## src/rtl/cla_shared_adder_ctrl.sv

```systemverilog
// Shares one external 4-bit CLA between two requesters to build a WIDTH-bit add.
// Latency: acceptance edge + WIDTH/4 nibble edges, then response held in RESP.
// Backpressure: rsp_ready low holds RESP indefinitely; both request readies stay 0.
module cla_shared_adder_ctrl #(
  parameter int WIDTH = 16  // multiple of 4, at least 4
) (
  input  logic             clk,
  input  logic             rst_n,
  input  logic             req0_valid,
  output logic             req0_ready,
  input  logic [WIDTH-1:0] req0_a,
  input  logic [WIDTH-1:0] req0_b,
  input  logic             req0_cin,
  input  logic             req1_valid,
  output logic             req1_ready,
  input  logic [WIDTH-1:0] req1_a,
  input  logic [WIDTH-1:0] req1_b,
  input  logic             req1_cin,
  output logic             rsp_valid,
  input  logic             rsp_ready,
  output logic             rsp_id,
  output logic [WIDTH-1:0] rsp_sum,
  output logic             rsp_cout,
  output logic [3:0]       cla_a,
  output logic [3:0]       cla_b,
  output logic             cla_cin,
  input  logic [3:0]       cla_sum,
  input  logic             cla_cout
);

  localparam int NIB = WIDTH / 4;
  localparam int CW  = (NIB > 1) ? $clog2(NIB) : 1;
  localparam logic [CW-1:0] LAST_NIB = CW'(NIB - 1);

  typedef enum logic [1:0] {
    S_IDLE = 2'd0,
    S_ADD  = 2'd1,
    S_RESP = 2'd2
  } state_t;

  state_t           r_state;
  logic             r_last_id;
  logic             r_id;
  logic [CW-1:0]    r_cnt;
  logic             r_carry;
  logic [WIDTH-1:0] r_opa;
  logic [WIDTH-1:0] r_opb;
  logic [WIDTH-1:0] r_res;
  logic             r_rsp_valid;

  logic             w_idle;
  logic             w_add;
  logic             w_gnt0;
  logic             w_gnt1;
  logic             w_acc;
  logic [WIDTH-1:0] w_opa_sh;
  logic [WIDTH-1:0] w_opb_sh;

  // On a tie the requester that was not served last wins; a lone requester always wins.
  assign w_idle     = (r_state == S_IDLE);
  assign w_add      = (r_state == S_ADD);
  assign w_gnt0     = req0_valid && (!req1_valid || r_last_id);
  assign w_gnt1     = req1_valid && (!req0_valid || !r_last_id);
  assign req0_ready = w_idle && w_gnt0;
  assign req1_ready = w_idle && w_gnt1;
  assign w_acc      = (req0_valid && req0_ready) || (req1_valid && req1_ready);

  // Current nibble is brought to bit 0 so the CLA operands are a fixed 4-bit slice.
  assign w_opa_sh = r_opa >> {r_cnt, 2'b00};
  assign w_opb_sh = r_opb >> {r_cnt, 2'b00};
  assign cla_a    = w_add ? w_opa_sh[3:0] : 4'h0;
  assign cla_b    = w_add ? w_opb_sh[3:0] : 4'h0;
  assign cla_cin  = w_add ? r_carry : 1'b0;

  // The response fields are the working registers themselves, frozen while in RESP.
  assign rsp_valid = r_rsp_valid;
  assign rsp_sum   = r_res;
  assign rsp_cout  = r_carry;
  assign rsp_id    = r_id;

  // Sequencer: accept one request, ripple the carry through NIB CLA steps, then hold the result.
  always_ff @(posedge clk or negedge rst_n) begin
    if (!rst_n) begin
      r_state     <= S_IDLE;
      r_last_id   <= 1'b1;
      r_id        <= 1'b0;
      r_cnt       <= '0;
      r_carry     <= 1'b0;
      r_opa       <= '0;
      r_opb       <= '0;
      r_res       <= '0;
      r_rsp_valid <= 1'b0;
    end else begin
      case (r_state)
        S_IDLE: begin
          if (w_acc) begin
            r_opa   <= req1_ready ? req1_a   : req0_a;
            r_opb   <= req1_ready ? req1_b   : req0_b;
            r_carry <= req1_ready ? req1_cin : req0_cin;
            r_id    <= req1_ready;
            r_cnt   <= '0;
            r_state <= S_ADD;
          end
        end
        S_ADD: begin
          r_res[{r_cnt, 2'b00} +: 4] <= cla_sum;
          r_carry                    <= cla_cout;
          if (r_cnt == LAST_NIB) begin
            r_cnt       <= '0;
            r_rsp_valid <= 1'b1;
            r_state     <= S_RESP;
          end else begin
            r_cnt <= r_cnt + 1'b1;
          end
        end
        S_RESP: begin
          if (rsp_ready) begin
            r_last_id   <= r_id;
            r_rsp_valid <= 1'b0;
            r_state     <= S_IDLE;
          end
        end
        default: r_state <= S_IDLE;
      endcase
    end
  end

endmodule

```

## config.mk

```make
export PLATFORM = sky130hd
export DESIGN_NAME = cla_shared_adder_ctrl
export DESIGN_NICKNAME = d
export VERILOG_FILES = /design/src/rtl/cla_shared_adder_ctrl.sv
export SDC_FILE = /design/constraint.sdc
export NUM_CORES = 1
export LEC_CHECK = 0
export ABC_CLOCK_PERIOD_IN_PS = 2000
export CORE_MARGIN = 8
export CORE_UTILIZATION = 47
export DETAILED_ROUTE_END_ITERATION = 6
export HOLD_SLACK_MARGIN = 0.15
export PLACE_DENSITY = 0.81
export SYNTH_ARGS = -nofsm -noshare
export SYNTH_HDL_FRONTEND = slang
export SYNTH_SLANG_ARGS = --single-unit
```

## constraint.sdc

```tcl
create_clock -name clk -period 2 [get_ports clk]
set_input_delay 0.4 -clock clk [delete_from_list [all_inputs] [get_ports clk]]
set_output_delay 0.4 -clock clk [all_outputs]
set_load 0.05 [all_outputs]
```

After elaboration in Yosys (flattened, before gate mapping):

Cells that the tools add are included.

* word-level logic and storage cells: 60
* flip-flop bits (word level): 56

* reduce and logical (&&, ||, !) cells: 20
* eq/ne operators: 6
* muxes and demuxes: 19
* shifts and indexed selects: 4
* add/sub/neg operators: 2

Operators with widths (count)
* 2-to-1 mux 16 bit: 2
* right shift 16 x 4 -> 4 bit: 2
* bitwise mux 16 bit: 1
* variable shift 4 x 6 -> 16 bit, first input constant: 1
* indexed part select 4 x 6 -> 16 bit: 1
* 2-to-1 mux 2 bit: 5
* 2-to-1 mux 4 bit: 2
* logical AND 1 bit: 6
* negator 4 -> 6 bit: 1
* case mux 2 bit (3 select lines): 1
* AND reduction 2 bit: 3
* AND reduction 3 bit: 2
* 2-to-1 mux 1 bit: 5
* == test 2 bit, second input constant: 2
* inequality test 2 x 1 -> 1 bit, second input constant: 2
* case mux 1 bit (2 select lines): 2
* case mux 2 bit (2 select lines): 1
* nonzero test 2 bit: 2
* zero test 1 bit: 3
* logical OR 1 bit: 3
* adder 2 x 1 -> 2 bit, second input constant: 1
* == test 2 x 1 -> 1 bit, second input constant: 1
* zero test 2 bit: 1
* inequality test 2 bit, second input constant: 1

Longest topological paths before layout:

* depth in word-level cells: 8
* depth in mapped cells: 6
* depth with buffers taken out: 5

Least setup slack after synthesis:

OpenSTA, ideal clock, no wires.

* path kind: flip-flop to output port
* start point: reg r_cnt[0]
* end point: out cla_a[2]
* cell stages (with the launch flop): 4
* slack: -0.036 ns
* arrival: 1.636 ns
* cells stage by stage: dfrtp_1 > buf_6 > mux4_2 > nor2b_1

* word-level cells in the longest chain between the ends: 2

RTL lines
* start, declared: line 44 `logic [CW-1:0] r_cnt;`
* start signal, assigned: line 113 `r_cnt <= r_cnt + 1'b1;`
* right shift 16 x 4 -> 4 bit: line 69 `assign w_opa_sh = r_opa >> {r_cnt, 2'b00};`
* 2-to-1 mux 4 bit: line 71 `assign cla_a = w_add ? w_opa_sh[3:0] : 4'h0;`
* end, declared: line 24 `output logic [3:0] cla_a,`

Every way passes these cells.

Worst setup path in the final report:

* start point: reg r_cnt[0]
* end point: out cla_b[1]

* word-level cells in the longest chain between the ends: 2

RTL lines
* right shift 16 x 4 -> 4 bit: line 70 `assign w_opb_sh = r_opb >> {r_cnt, 2'b00};`
* 2-to-1 mux 4 bit: line 72 `assign cla_b = w_add ? w_opb_sh[3:0] : 4'h0;`
* end, declared: line 25 `output logic [3:0] cla_b,`

Every way passes these cells.

==> results_dict.tcl <==
set metrics [dict create \
    critical_path_class "flop to primary output" \
    fin_nets 488 \
    finalHoldViolCount 0 \
    postSynthCellCount 300 \
    synthToLayoutAreaGrowth_pct 40.45 \
    clkTransAtPathRegs_ps 100 \
    holdPathStages 2 \
    grt_antenna_before_repair 0 \
    fin_util_pct 67.57 \
    worst_max_slew_margin_expressed_relative_to_the_limit_pct 65.38 \
    ir_worst_vdd_mv 0.8563 \
    required_time_of_the_worst_setup_path_ps 1600 \
    routedWlPerCell_um 19.67 \
    worst_slew_pin_slew_ps 517.6 \
    routed_wl_um 9598 \
    final_period_minus_worst_setup_slack_ps 2092 \
    design.core.area_sq_um 6756 \
    synth_fp_nets 380 \
    cts_tree "done" \
    whs_endpoint "rsp_sum[1]" \
    global_route_wire_length_before_repair_um 15950 \
    worst_hold_startpoint "rsp_sum[1]" \
    die_boundary_height_um 99.17 \
    drt_drc_violations_left 0 \
    synth-warning-count 0 \
    post_route_cells_drive_above_1_share_pct 19.85 \
    end_kind "primary output" \
    netlist.top_cell.by_area "sky130_fd_sc_hd__dfrtp_1" \
    skew_ps 5.838 \
    critical_path.reg2reg.startpoint "r_cnt[0]" \
    ctsRootBufferMaster "sky130_fd_sc_hd__clkbuf_8" \
    reg_to_reg_setup_timing_slack_ps 150 \
    start_util_pct 48.11 \
    distinct_cell_type_count_after_synthesis 41 \
    mappedNetlistArea_sq_um 3251 \
    grt_pass1_vias 3194 \
    cts_htree_levels 2 \
    fp.dieW_um 99.17 \
    grt_setup_unrepaired "true" \
    synthMostInstantiatedCell "sky130_fd_sc_hd__dfrtp_1" \
    clock-sinks 56 \
    timing.final.max_slew_violations 0 \
    placementRows 30 \
    detail_route.vias_per_cell 5.957 \
    finalWeightedCongestion 0.8119 \
    crit_path_start_kind "flop" \
    drtIter0Drc 221 \
    antenna_left 0 \
    reg2regPathDepth 7 \
    critical_path_peak_fanout 6 \
    critPathLaunch "r_cnt[0]" \
    failed_checks "setup timing" \
    most_common_flop_cell_mapped_by_yosys "sky130_fd_sc_hd__dfrtp_1" \
    grt_max_degree 38 \
    fin_ws_ps -91.50 \
    post_synth.cell_area_avg_sq_um 10.84 \
    cts_made_buffers 5 \
    antenna_diode_count 0 \
    static-leakage-power_nw 1.926 \
    finalNonFillerCells 488 \
    buffer_ports.inserted 105 \
    power_density_nw_per_um2 1593 \
    worst_skew_pair.late_latency_ps 310 \
    class_of_the_tightest_hold_or_removal_check "flop to flop" \
    run_status "finished, violations left" \
    yosys_register_bits 56 \
    worst_r2r_endpoint "rsp_sum[5]" \
    setup_viol 8 \
    synth.top_cell.area_share_pct 42.34 \
    top_level_ports 106 \
    die-area_sq_um 9834 \
    synth-async-reset-ratio_pct 100.0 \
    maxCapViolCount 0 \
    synth_enable_flop_cells 0 \
    cell_count_after_placement 474 \
    synth_seq_area_share_pct 43.15 \
    vias 2907 \
    cp.arrival_ps 1690 \
    globalRouteTotalUtil_pct 19.78 \
    period_share_pct 104.6 \
    synth.top_cells.by_area "sky130_fd_sc_hd__dfrtp_1, sky130_fd_sc_hd__o2111ai_1, sky130_fd_sc_hd__o211ai_1" \
    grt-ovfl-total 0 \
    cts_max_path_buffers 2 \
    dr.pass1.iters 4 \
    place.detailed.hpwl_um 7128 \
    max_freq_ghz 0.4781 \
    netlist_top_cells_count "sky130_fd_sc_hd__dfrtp_1, sky130_fd_sc_hd__inv_1, sky130_fd_sc_hd__o21ai_0, sky130_fd_sc_hd__o2111ai_1, sky130_fd_sc_hd__o211ai_1" \
]
==> worst max path at each step <==
stage	to	depth (start not counted)
CTS	cla_b[1]	4
global placement	req1_ready	5
detailed placement	req1_ready	5
global route	cla_b[0]	4
floorplan	cla_a[0]	4
finish	cla_b[1]	4
==> critical path: stages (launching register included) <==
cell and delay, ps:
sky130_fd_sc_hd__dfrtp_1 390, sky130_fd_sc_hd__buf_6 160, sky130_fd_sc_hd__mux4_2 510, sky130_fd_sc_hd__nor2b_4 150, sky130_fd_sc_hd__buf_6 170
==> power by group <==
part | total [mW] | internal, mW | leakage (nW) | switching (mW)
Sequential | 1.98 | 1.66 | 0.709 | 0.321
Clock | 0.604 | 0.238 | 0.0400 | 0.365
Combinational | 4.69 | 1.93 | 1.18 | 2.77
Total | 7.27 | 3.82 | 1.93 | 3.45
==> cell families after synthesis <==
group,share of synthesized area (%)
simple gates,9.623
buf+inv,10.93
compound gates,28.87
mux,5.889
flops,43.15
fa+ha+maj,1.540
==> timing repair <==
item                       CTS  global route
hold endpoints to repair    19             0
hold buffers                 1             0
pin swaps                    0             3
resized for setup           21             3
setup buffers                3             3
setup endpoints to repair    9            14
==> per-stage QoR <==
stage / setup TNS (ps) / power, mW / setup slack (ps) / hold WS (ps) / cell area, sq um
floorplan: 0 / 5.022 / 14.03 / 104.4 / 3261
global placement: 0 / 6.180 / 30.04 / 369.2 / 4360
detailed placement: -22.68 / 6.321 / -22.68 / 375.3 / 4360
CTS: -666.6 / 7.179 / -99.02 / 502.2 / 4527
global route: -1037 / 7.679 / -148.6 / 532.4 / 4566
finish: -583.2 / 7.275 / -91.50 / 496.2 / 4566
==> final cells by class <==
cell class                 instances  area [sq um]
fill                             522          2191
multi-input combinational        176          1535
sequential                        56          1403
timing repair buffer             130          1295
inverter                          39         151.4
tap                               80         100.1
clock buffer                       5         68.82
clock inverter                     2         12.51
==> cell usage in the layout, fill, tap and decap left out, types with 6 or more instances in the layout <==
master	netlist	routed
sky130_fd_sc_hd__buf_4	0	21
sky130_fd_sc_hd__o211ai_1	25	25
sky130_fd_sc_hd__nand2_1	11	11
sky130_fd_sc_hd__clkdlybuf4s50_1	0	92
sky130_fd_sc_hd__o2111ai_1	32	32
sky130_fd_sc_hd__mux4_2	5	8
sky130_fd_sc_hd__inv_1	37	37
sky130_fd_sc_hd__buf_6	11	10
sky130_fd_sc_hd__a22o_1	12	12
sky130_fd_sc_hd__o21ai_0	35	35
sky130_fd_sc_hd__dfrtp_1	55	55
sky130_fd_sc_hd__nor2b_4	1	6
sky130_fd_sc_hd__o211ai_2	8	8
==> flip-flops by register name, indices dropped and copies added, names as in the netlist <==
signal	cells
r_cnt	2
r_last_id	1
r_opa	16
r_opb	16
r_state	2
rsp_cout	1
rsp_id	1
rsp_sum	16
rsp_valid	1
==> routing by layer <==
metal  vias to the layer above  track usage [%]  wire length (um)
li1                       1347                -                 -
met5                         -                0                 0
met3                        14            5.587               642
met4                         0            5.588               138
met1                      1425            22.83              3944
met2                       121            34.88              4874
Power figures use the tool's default switching activity.
